File: config.mk
export PLATFORM = sky130hd
export DESIGN_NAME = alu_ctrl_muldiv
export DESIGN_NICKNAME = d
export VERILOG_FILES = /design/src/rtl/alu_pkg.sv /design/src/rtl/muldiv_iter.sv /design/src/rtl/alu_ctrl_muldiv.sv
export SDC_FILE = /design/constraint.sdc
export NUM_CORES = 1
export LEC_CHECK = 0
export CORE_ASPECT_RATIO = 0.75
export CORE_MARGIN = 2
export CORE_UTILIZATION = 55
export DETAILED_ROUTE_END_ITERATION = 12
export PLACE_DENSITY = 0.77
export SLEW_MARGIN = 25
export SYNTH_ARGS = -nofsm -noshare
export SYNTH_HDL_FRONTEND = slang
export SYNTH_SLANG_ARGS = --single-unit
File: constraint.sdc
create_clock -name clock -period 8 [get_ports clock]
set_input_delay 1.6 -clock clock [delete_from_list [all_inputs] [get_ports clock]]
set_output_delay 1.6 -clock clock [all_outputs]
set_load 0.005 [all_outputs]
File: src/rtl/alu_pkg.sv
`default_nettype none
// ============================================================================
// Module      : alu_pkg
// Description : Shared constants for the EX-stage ALU control and the
//               iterative multiply/divide unit: ALU operation codes,
//               R-type funct values, ALUOp classes and the mul/div FSM
//               state type.
// Revision    : 1.0 - initial release
// ============================================================================
package alu_pkg;

    // ALU operation codes driven onto ALUControle
    localparam logic [3:0] c_ALU_AND = 4'd0;
    localparam logic [3:0] c_ALU_OR  = 4'd1;
    localparam logic [3:0] c_ALU_ADD = 4'd2;
    localparam logic [3:0] c_ALU_SUB = 4'd6;
    localparam logic [3:0] c_ALU_SLT = 4'd7;
    localparam logic [3:0] c_ALU_SLL = 4'd8;
    localparam logic [3:0] c_ALU_SRL = 4'd9;
    localparam logic [3:0] c_ALU_INV = 4'd10;
    localparam logic [3:0] c_ALU_SRA = 4'd11;
    localparam logic [3:0] c_ALU_NOR = 4'd12;
    localparam logic [3:0] c_ALU_NOP = 4'd15;

    // R-type funct field values
    localparam logic [5:0] c_FN_SLL   = 6'd0;
    localparam logic [5:0] c_FN_SRL   = 6'd2;
    localparam logic [5:0] c_FN_SRA   = 6'd3;
    localparam logic [5:0] c_FN_MFHI  = 6'd16;
    localparam logic [5:0] c_FN_MTHI  = 6'd17;
    localparam logic [5:0] c_FN_MFLO  = 6'd18;
    localparam logic [5:0] c_FN_MTLO  = 6'd19;
    localparam logic [5:0] c_FN_MULT  = 6'd24;
    localparam logic [5:0] c_FN_MULTU = 6'd25;
    localparam logic [5:0] c_FN_DIV   = 6'd26;
    localparam logic [5:0] c_FN_DIVU  = 6'd27;
    localparam logic [5:0] c_FN_ADD   = 6'd32;
    localparam logic [5:0] c_FN_SUB   = 6'd34;
    localparam logic [5:0] c_FN_AND   = 6'd36;
    localparam logic [5:0] c_FN_OR    = 6'd37;
    localparam logic [5:0] c_FN_NOR   = 6'd39;
    localparam logic [5:0] c_FN_SLT   = 6'd42;

    // ALUOp classes from the main decoder
    localparam logic [1:0] c_ALUOP_MEM   = 2'd0;
    localparam logic [1:0] c_ALUOP_BR    = 2'd1;
    localparam logic [1:0] c_ALUOP_RTYPE = 2'd2;
    localparam logic [1:0] c_ALUOP_RSVD  = 2'd3;

    // Multiply/divide sequencer states
    typedef enum logic [1:0] {
        MD_IDLE = 2'd0,
        MD_MUL  = 2'd1,
        MD_DIV  = 2'd2
    } md_state_e;

endpackage
`default_nettype wire

File: src/rtl/muldiv_iter.sv
`default_nettype none
// ============================================================================
// Module      : muldiv_iter
// Description : Iterative multiply/divide unit, one bit per cycle.
//               Shift-add multiply into a 2*WIDTH accumulator, restoring
//               divide with quotient in the low half and remainder in the
//               high half. Signed ops run on magnitudes and are sign-fixed
//               on the last edge. Owns the HI/LO architectural registers.
// Revision    : 1.0 - initial release
// ============================================================================
module muldiv_iter
    import alu_pkg::*;
#(
    parameter int WIDTH = 32,
    parameter int CNT_W = 6
) (
    input  logic             clk_i,
    input  logic             rst_ni,
    input  logic             start_i,
    input  logic             is_div_i,
    input  logic             is_signed_i,
    input  logic             flush_i,
    input  logic             mthi_i,
    input  logic             mtlo_i,
    input  logic [WIDTH-1:0] a_i,
    input  logic [WIDTH-1:0] b_i,
    output logic [WIDTH-1:0] hi_o,
    output logic [WIDTH-1:0] lo_o,
    output logic             busy_o,
    output logic             div_zero_o
);

    md_state_e          state_q;
    logic [CNT_W-1:0]   cnt_q;
    logic [WIDTH-1:0]   m_q;        // multiplicand or divisor magnitude
    logic [2*WIDTH-1:0] acc_q;      // product, or {remainder, quotient/dividend}
    logic               sa_q;
    logic               sb_q;
    logic               dz_q;       // current divide has a zero divisor
    logic [WIDTH-1:0]   hi_q;
    logic [WIDTH-1:0]   lo_q;
    logic               div_zero_q;

    logic               a_neg;
    logic               b_neg;
    logic [WIDTH-1:0]   a_mag;
    logic [WIDTH-1:0]   b_mag;

    logic [WIDTH:0]     mul_sum;
    logic [WIDTH:0]     div_shift;
    logic [WIDTH:0]     div_diff;
    logic [2*WIDTH-1:0] step_acc;
    logic [2*WIDTH-1:0] prod_fix;
    logic [WIDTH-1:0]   quo_fix;
    logic [WIDTH-1:0]   rem_fix;
    logic [WIDTH-1:0]   dz_hi;

    // Unsigned ops pass operands through untouched; signed ops use magnitudes
    assign a_neg = is_signed_i & a_i[WIDTH-1];
    assign b_neg = is_signed_i & b_i[WIDTH-1];
    assign a_mag = a_neg ? -a_i : a_i;
    assign b_mag = b_neg ? -b_i : b_i;

    // One iteration step of the active operation plus the final sign fixup
    always_comb begin
        mul_sum   = {1'b0, acc_q[2*WIDTH-1:WIDTH]} + (acc_q[0] ? {1'b0, m_q} : '0);
        div_shift = {acc_q[2*WIDTH-1:WIDTH], acc_q[WIDTH-1]};
        div_diff  = div_shift - {1'b0, m_q};
        step_acc  = acc_q;
        if (state_q == MD_MUL) begin
            step_acc = {mul_sum, acc_q[WIDTH-1:1]};
        end else if ((state_q == MD_DIV) && !dz_q) begin
            // Borrow out of the top bit means the trial subtract failed: restore
            if (!div_diff[WIDTH]) begin
                step_acc = {div_diff[WIDTH-1:0], acc_q[WIDTH-2:0], 1'b1};
            end else begin
                step_acc = {div_shift[WIDTH-1:0], acc_q[WIDTH-2:0], 1'b0};
            end
        end
        prod_fix = (sa_q ^ sb_q) ? -step_acc : step_acc;
        quo_fix  = (sa_q ^ sb_q) ? -step_acc[WIDTH-1:0] : step_acc[WIDTH-1:0];
        rem_fix  = sa_q ? -step_acc[2*WIDTH-1:WIDTH] : step_acc[2*WIDTH-1:WIDTH];
        // Zero divisor never iterates, so the low half still holds |rs|
        dz_hi    = sa_q ? -acc_q[WIDTH-1:0] : acc_q[WIDTH-1:0];
    end

    // Sequencer: start, iterate, complete or abort; HI/LO moves while idle
    always_ff @(posedge clk_i or negedge rst_ni) begin
        if (!rst_ni) begin
            state_q    <= MD_IDLE;
            cnt_q      <= '0;
            m_q        <= '0;
            acc_q      <= '0;
            sa_q       <= 1'b0;
            sb_q       <= 1'b0;
            dz_q       <= 1'b0;
            hi_q       <= '0;
            lo_q       <= '0;
            div_zero_q <= 1'b0;
        end else begin
            if (flush_i) begin
                state_q <= MD_IDLE;
                cnt_q   <= '0;
            end else begin
                case (state_q)
                    MD_IDLE: begin
                        if (start_i) begin
                            state_q    <= is_div_i ? MD_DIV : MD_MUL;
                            cnt_q      <= CNT_W'(WIDTH);
                            sa_q       <= a_neg;
                            sb_q       <= b_neg;
                            dz_q       <= is_div_i & (b_i == '0);
                            div_zero_q <= 1'b0;
                            if (is_div_i) begin
                                m_q   <= b_mag;
                                acc_q <= {{WIDTH{1'b0}}, a_mag};
                            end else begin
                                m_q   <= a_mag;
                                acc_q <= {{WIDTH{1'b0}}, b_mag};
                            end
                        end
                    end
                    default: begin
                        acc_q <= step_acc;
                        cnt_q <= cnt_q - CNT_W'(1);
                        if (cnt_q == CNT_W'(1)) begin
                            state_q <= MD_IDLE;
                            if (state_q == MD_MUL) begin
                                {hi_q, lo_q} <= prod_fix;
                            end else if (dz_q) begin
                                hi_q       <= dz_hi;
                                lo_q       <= '1;
                                div_zero_q <= 1'b1;
                            end else begin
                                hi_q <= rem_fix;
                                lo_q <= quo_fix;
                            end
                        end
                    end
                endcase
            end
            // The top only raises these while idle, so they never race a completion
            if (mthi_i) begin
                hi_q <= a_i;
            end
            if (mtlo_i) begin
                lo_q <= a_i;
            end
        end
    end

    assign hi_o       = hi_q;
    assign lo_o       = lo_q;
    assign busy_o     = (state_q != MD_IDLE);
    assign div_zero_o = div_zero_q;

endmodule
`default_nettype wire

File: src/rtl/alu_ctrl_muldiv.sv
`default_nettype none
// ============================================================================
// Module      : alu_ctrl_muldiv
// Description : EX-stage ALU control. Decodes ALUOp/funct into the 4-bit
//               ALU code, classifies HI/LO and mul/div instructions, drives
//               the hazard-unit stall and the mfhi/mflo writeback path, and
//               hosts the iterative multiply/divide unit.
// Revision    : 1.0 - initial release
// ============================================================================
module alu_ctrl_muldiv
    import alu_pkg::*;
#(
    parameter int WIDTH = 32,
    parameter int CNT_W = 6
) (
    input  logic             clock,
    input  logic             reset,
    input  logic [1:0]       ALUOp,
    input  logic [5:0]       Function,
    input  logic             valid,
    input  logic             flush,
    input  logic [WIDTH-1:0] rs_data,
    input  logic [WIDTH-1:0] rt_data,
    output logic [3:0]       ALUControle,
    output logic             hilo_sel,
    output logic [WIDTH-1:0] hilo_data,
    output logic             stall,
    output logic             busy,
    output logic             div_zero
);

    logic             rtype;
    logic             md_op;
    logic             hl_op;
    logic             md_busy;
    logic             md_start;
    logic             mthi_we;
    logic             mtlo_we;
    logic             is_mfhi;
    logic             is_mflo;
    logic [WIDTH-1:0] hi;
    logic [WIDTH-1:0] lo;

    // ALU operation decode; HI/LO class leaves the ALU idle
    always_comb begin
        ALUControle = c_ALU_INV;
        case (ALUOp)
            c_ALUOP_MEM:  ALUControle = c_ALU_ADD;
            c_ALUOP_BR:   ALUControle = c_ALU_SUB;
            c_ALUOP_RSVD: ALUControle = c_ALU_INV;
            default: begin
                case (Function)
                    c_FN_ADD: ALUControle = c_ALU_ADD;
                    c_FN_SUB: ALUControle = c_ALU_SUB;
                    c_FN_AND: ALUControle = c_ALU_AND;
                    c_FN_OR:  ALUControle = c_ALU_OR;
                    c_FN_NOR: ALUControle = c_ALU_NOR;
                    c_FN_SLT: ALUControle = c_ALU_SLT;
                    c_FN_SLL: ALUControle = c_ALU_SLL;
                    c_FN_SRL: ALUControle = c_ALU_SRL;
                    c_FN_SRA: ALUControle = c_ALU_SRA;
                    c_FN_MFHI, c_FN_MTHI, c_FN_MFLO, c_FN_MTLO,
                    c_FN_MULT, c_FN_MULTU, c_FN_DIV, c_FN_DIVU:
                              ALUControle = c_ALU_NOP;
                    default:  ALUControle = c_ALU_INV;
                endcase
            end
        endcase
    end

    assign rtype = valid & (ALUOp == c_ALUOP_RTYPE);
    assign md_op = rtype & (Function inside {c_FN_MULT, c_FN_MULTU, c_FN_DIV, c_FN_DIVU});
    assign hl_op = rtype & (Function inside {c_FN_MFHI, c_FN_MTHI, c_FN_MFLO, c_FN_MTLO});

    // Only instructions touching HI/LO wait on the unit; plain ALU ops overlap
    assign stall    = (md_op | hl_op) & md_busy;
    assign md_start = md_op & ~md_busy & ~flush;
    assign mthi_we  = hl_op & ~md_busy & (Function == c_FN_MTHI);
    assign mtlo_we  = hl_op & ~md_busy & (Function == c_FN_MTLO);

    assign is_mfhi   = hl_op & (Function == c_FN_MFHI);
    assign is_mflo   = hl_op & (Function == c_FN_MFLO);
    assign hilo_sel  = is_mfhi | is_mflo;
    assign hilo_data = is_mfhi ? hi : (is_mflo ? lo : '0);
    assign busy      = md_busy;

    // funct[1] selects divide, funct[0] selects the unsigned variant
    muldiv_iter #(
        .WIDTH (WIDTH),
        .CNT_W (CNT_W)
    ) u_muldiv (
        .clk_i       (clock),
        .rst_ni      (reset),
        .start_i     (md_start),
        .is_div_i    (Function[1]),
        .is_signed_i (~Function[0]),
        .flush_i     (flush),
        .mthi_i      (mthi_we),
        .mtlo_i      (mtlo_we),
        .a_i         (rs_data),
        .b_i         (rt_data),
        .hi_o        (hi),
        .lo_o        (lo),
        .busy_o      (md_busy),
        .div_zero_o  (div_zero)
    );

endmodule
`default_nettype wire

Word-level counts from Yosys, hierarchy flattened
Memories as Yosys holds them, arrays and structs flattened. Cells that the tools add are included.

$add $sub $neg: 9. Order comparisons: 0. Reduce and logical (&&, ||, !) cells: 19. Shift operators: 0. $mul: 0. Equal/unequal tests: 21. Mux-type cells: 42. Bitwise logic cells: 20. Div/mod/pow operators: 0.

Operators by type and width (number): $mux W32 (22); $mux W64 (6); $neg A32 Y32 (5); $neg A64 Y64 (1); $eq A6 B5 Y1 const B (8); $add A32 B33 Y33 (1); $sub A33 B32 Y33 (1); $logic_not A32 Y1 (1); $mux W6 (3); $and A1 B1 Y1 (14); $pmux W4 S3 (1); $mux W2 (5); $reduce_bool A2 Y1 (5); $reduce_and A3 Y1 (3); $ne A2 B2 Y1 const B (4); $reduce_bool A4 Y1 (2); $eq A2 B2 Y1 const B (3); $eq A6 B1 Y1 const B (1); $sub A6 B1 Y6 const B (1); $mux W1 (5); $reduce_and A5 Y1 (1); $eq A2 B1 Y1 const B (2); $logic_not A2 Y1 (2); $ne A2 B1 Y1 const B (2); 8 further kinds (12).

Memories kept: 1. Bits in latches: 0. Output and inout bits: 40. RAM bits: 0. Register bits after elaboration: 172. Input bits: 76. Memory bits (read-only): 256. Logic and storage cells: 122.

Memories: (no name shown) (words 64, bits a word 4, read ports 1, clocked after Yosys merged registers in 0, write ports 0, line alu_ctrl_muldiv.sv:52) `case (Function)`.

Longest topological paths before layout
Depth after elaboration: 12. Mapped depth: 22. Gate-level depth less buffers: 20.

Hierarchy
A second synthesis with hierarchy kept.

Cells, all modules: 2630. Area, all modules: 19042.0 sq um.

Modules (own cells, without submodules): muldiv_iter (seq. area each 4304.1 sq um, area each 18252.5 sq um, cells each 2520, instances 1); alu_ctrl_muldiv (seq. area each 0.0 sq um, area each 789.5 sq um, cells each 110, instances 1).

Worst setup path before layout
OpenSTA, ideal clock, no wires.

Path kind: register -> register. Start point: register u_muldiv.acc_q[31]. End point: register u_muldiv.hi_q[16], in the netlist u_muldiv.hi_o[16]. Library setup time: 0.126 ns. Arrival: 4.511 ns. Period minus slack after synthesis: 4.637 ns. Required time: 7.874 ns. Setup slack: 3.363 ns. Buffers on the path: 2. Stages on the path, launching flop included: 21. Cells stage by stage: dfrtp_1 > inv_1 > ha_1 > fa_1 > nand2b_1 > a21oi_1 > o21ai_0 > a211oi_1 > nor4_2 > buf_2 > or3_1 > a31oi_1 > inv_1 > ha_1 > and4_1 > nand4bb_1 > buf_2 > o21ai_0 > xnor2_1 > a21oi_1 > a221o_1.

Longest elaborated chain between the ends: 12. Elaborated cells on any way between the ends: 14. Classes of those cells: 3 x add/sub; 11 x mux.

RTL lines: start: declaration (line muldiv_iter.sv:36) `logic [2*WIDTH-1:0] acc_q;`; start signal: assignment (line muldiv_iter.sv:116) `acc_q <= {{WIDTH{1'b0}}, a_mag};`; start signal: assignment (line muldiv_iter.sv:119) `acc_q <= {{WIDTH{1'b0}}, b_mag};`; start signal: assignment (line muldiv_iter.sv:124) `acc_q <= step_acc;`; $sub A33 B32 Y33 (line muldiv_iter.sv:68) `div_diff = div_shift - {1'b0, m_q};`; $mux W64 (line muldiv_iter.sv:74) `if (!div_diff[WIDTH]) begin`; $mux W64 (line muldiv_iter.sv:72) `end else if ((state_q == MD_DIV) && !dz_q) begin`; $mux W64 * (line muldiv_iter.sv:70) `if (state_q == MD_MUL) begin`; $neg A32 Y32 (line muldiv_iter.sv:82) `rem_fix = sa_q ? -step_acc[2*WIDTH-1:WIDTH] : step_acc[2*WIDTH-1:WIDTH];`; $mux W32 (line muldiv_iter.sv:82); $mux W32 (line muldiv_iter.sv:130) `end else if (dz_q) begin`; $mux W32 * (line muldiv_iter.sv:128) `if (state_q == MD_MUL) begin`; $mux W32 * (line muldiv_iter.sv:126) `if (cnt_q == CNT_W'(1)) begin`; $mux W32 * (line muldiv_iter.sv:105) `case (state_q)`; $mux W32 * (line muldiv_iter.sv:101) `if (flush_i) begin`; $mux W32 * (line muldiv_iter.sv:143) `if (mthi_i) begin`; end signal: assignment (line muldiv_iter.sv:129) `{hi_q, lo_q} <= prod_fix;`; end signal: assignment (line muldiv_iter.sv:131) `hi_q <= dz_hi;`; end signal: assignment (line muldiv_iter.sv:144) `hi_q <= a_i;`; end: declaration (line muldiv_iter.sv:40) `logic [WIDTH-1:0] hi_q;`.

Every way passes the cells marked *; elsewhere a longest branch is shown, timed or not. The select of a mux whose other input is x is not followed. A chain may end at the register's enable or synchronous reset.

Final worst setup path
Start point: register u_muldiv.acc_q[52]. End point: register u_muldiv.hi_q[20], in the netlist u_muldiv.hi_o[20].

Same word-level chain as after synthesis.

==> metrics.md <==
| Metric | Value |
|---|---|
| Status | `complete, no violations` |
| RSZ-0062 raised after global routing | `false` |
| Setup crit end kind | `register` |
| Die width | `about 220 um` |
| Min Tclk post-route | `6.36 ns` |
| Vias per Instance | `7.09` |
| Slew @ Worst Pin | `1.22 ns` |
| Die Ht | `163 um` |
| Layout cell share with drive strength beyond 1 | `0.0673` |
| Power density over the cells | `164 mW/mm^2` |
| Pwr Total | `between 3 and 4 mW` |
| Fin util | `0.615` |
| Vias in the first global route | `between 15000 and 20000` |
| FF/Latch Area | `0.00431 sq mm` |
| Max Clock Freq | `157 MHz` |
| Post-cts gate resize count | `0` |
| Critical Path AT | `6.70 ns` |
| CTS Buffer Depth | `2` |
| Fin crit share | `0.795` |
| Most common library cells after synthesis | `302 x nand2_1, 276 x o21ai_0, 211 x nor2_1` |
| Synth area leader | `dfrtp_1` |
| Top-count cell post-synth | `nand2_1` |
| Postcts setup bufs | `0` |
| Nets | `2663` |
| Worst IR Drop VDD | `0.129 mV` |
| DRT iter0 DRCs | `3175` |
| DP Wirelength | `60100 um` |
| Global placement routability congestion | `1.07` |
| CTS buffer count | `17` |
| Final setup vio count | `0` |
| Synth cell types | `100` |
| Leak | `8.21 nW` |
| Synthesized flop and latch total | `172` |
| Skew-Pair Late Insertion Delay | `approximately 0.48 ns` |
| GRT overflow | `0` |
| DR DRC count | `0` |
| Pins Over Slew Limit | `0` |
| Clk_skew | `0.0113 ns` |
| Primary FF master, synth | `dfrtp_1` |
| Mapped Cells | `around 2500` |
| Die area | `0.0352 sq mm` |
| Hold Buf Count CTS | `0` |
| Maxcap violations | `0` |
| FILL cells | `3124` |
| Vias | `approximately 21000` |
| CTS Sinks | `172` |
| Clock transition at path regs | `0.08 ns` |
| CP Class | `reg2reg` |
| Slew HR | `0.181` |
| Register area share after synthesis | `0.232` |
| TritonCTS clock tree | `built` |
| Async SR Flop Fraction | `1.00` |
| CP startpoint kind | `register` |
| Layout Area Growth over Synthesis | `10.9%` |
| Crit-path max FO | `13` |
| Number of flops mapped to enable cells by yosys | `0` |
| Routed length per placed instance | `27.0 um` |
| Fin Setup TNS | `0 ns` |
| Avg Inst Size Synth | `about 7.4 sq um` |
| GRT Util Overall | `0.452` |
| Req. time, crit path | `8.34 ns` |
| Fin. Hold Viols | `0` |
| 1st-pass router iterations | `6` |
| Largest net degree at the start of global routing | `between 100 and 150` |
| Synthesized cell area | `0.0185 sq mm` |
| Port Buffer Count | `115` |
| Post-route setup slack | `1.64 ns` |
| Initial antenna violation count | `3` |
| Multi-input logic area | `0.0133 sq mm` |
| Global-route wire length before repair | `120000 um` |
| H-tree depth | `4` |
| Dpl ws | `2.03 ns` |
| Initial Util | `0.555` |
| Synth top area share | `0.232` |
| Num ports | `116` |
| YS warnings | `0` |
| Ranking of synthesized cells by area | `dfrtp_1 23%, o21ai_0 7.5%, nand2_1 6.1%` |
| Hold Path Class | `reg2reg` |
| Final WL | `80500 um` |
| Root Driver | `clkbuf_16` |
| Routed Antenna Nets | `0` |
| Core footprint | `0.0334 sq mm` |
| # rows | `58` |
| Syn Nets | `2667` |
## cells by family after synthesis
logic type / after synthesis / share of synthesized area
xor gates and xnor gates: 202 / 0.0955
buffers and inverters: 258 / 0.0542
muxes: 79 / 0.0457
and+or+nand+nor: 857 / 0.220
DFF: 172 / 0.232
AOI/OAI and AO/OA: 877 / 0.302
adders and majority gates: 73 / 0.0501
## placed cells by master, fill, tap and decap left out, types with 68 or more instances in the layout
cell,synthesis,final
xnor2_1,112,111
ha_1,71,71
nand3_1,68,68
xor2_1,90,89
dfrtp_1,172,170
inv_1,77,77
a21oi_1,195,195
nand2_1,302,301
o21ai_0,276,276
nor2_1,211,207
clkdlybuf4s50_1,0,113
## state kept, by name, summed over array words and instances (netlist names)
register,count
u_muldiv.lo_o,32
u_muldiv.hi_o,32
u_muldiv.sb_q,1
u_muldiv.state_q,2
u_muldiv.div_zero_o,1
u_muldiv.sa_q,1
u_muldiv.cnt_q,6
u_muldiv.acc_q,64
u_muldiv.dz_q,1
u_muldiv.m_q,32
## path summary, 6_finish.rpt
kind                            cells past startpoint            endpoint          startpoint  slack, ns
min in group asynchronous                           1  u_muldiv.acc_q[57]               reset       1.10
worst max register to register                     20   u_muldiv.hi_o[20]  u_muldiv.acc_q[52]       1.64
max in group asynchronous                           2       u_muldiv.sa_q               reset       5.53
worst min register to register                      1   u_muldiv.cnt_q[5]   u_muldiv.cnt_q[5]       0.49
worst min-delay path                                1   u_muldiv.cnt_q[5]   u_muldiv.cnt_q[5]       0.49
worst max-delay path                               20   u_muldiv.hi_o[20]  u_muldiv.acc_q[52]       1.64
## critical path: stages (launching register included)
cell and delay (ns):
dfrtp_1 0.43, ha_1 0.37, a21oi_1 0.31, o21ai_0 0.12
a221oi_1 0.56, o221ai_1 0.43, nor4_2 0.67, o31ai_1 0.12
buf_4 0.20, inv_1 0.09, ha_1 0.17, nand2_1 0.15
nor4_1 0.98, nor2b_1 0.23, buf_4 0.25, and2_1 0.19
nand4_1 0.16, o41a_1 0.40, xnor2_1 0.15, a21oi_1 0.08
o2bb2ai_1 0.16
## through the flow
step / instance area, sq um / cells / hold slack [ns]
3_3_place_gp: 19900 / 2945 / 0.463
4_1_cts: 20500 / 2977 / 0.488
5_1_grt: 20500 / 2978 / 0.508
2_1_floorplan: 18500 / 2518 / 0.444
6_report: 20500 / 2980 / 0.493
3_5_place_dp: 19900 / 2945 / 0.478
## metal layers
layer / part of all wire / vias up / track usage
met5: 0.00066 / - / 0.0111
met4: 0.045 / 2 / 0.201
met3: 0.15 / 240 / 0.169
met2: 0.40 / 1613 / 0.629
met1: 0.41 / 10100 / 0.620
li1: - / 9205 / -
## final cells by class
| type | count | area share |
|---|---|---|
| tap | 450 | 0.0274 |
| antenna | 3 | 0.000365 |
| clock inverter | 15 | 0.00865 |
| inverter | 80 | 0.0146 |
| sequential | 172 | 0.210 |
| multi-input combinational | 2088 | 0.648 |
| clock buffer | 17 | 0.0207 |
| timing repair buffer | 155 | 0.0708 |
## report_power, final
part           internal [mW]  leakage [nW]  switching [mW]
Clock                  0.474         0.300           0.439
Sequential             0.958          2.13           0.129
Combinational          0.514          5.78           0.861
Total                   1.95          8.21            1.43
No activity file was read; power rests on OpenSTA's default activity.
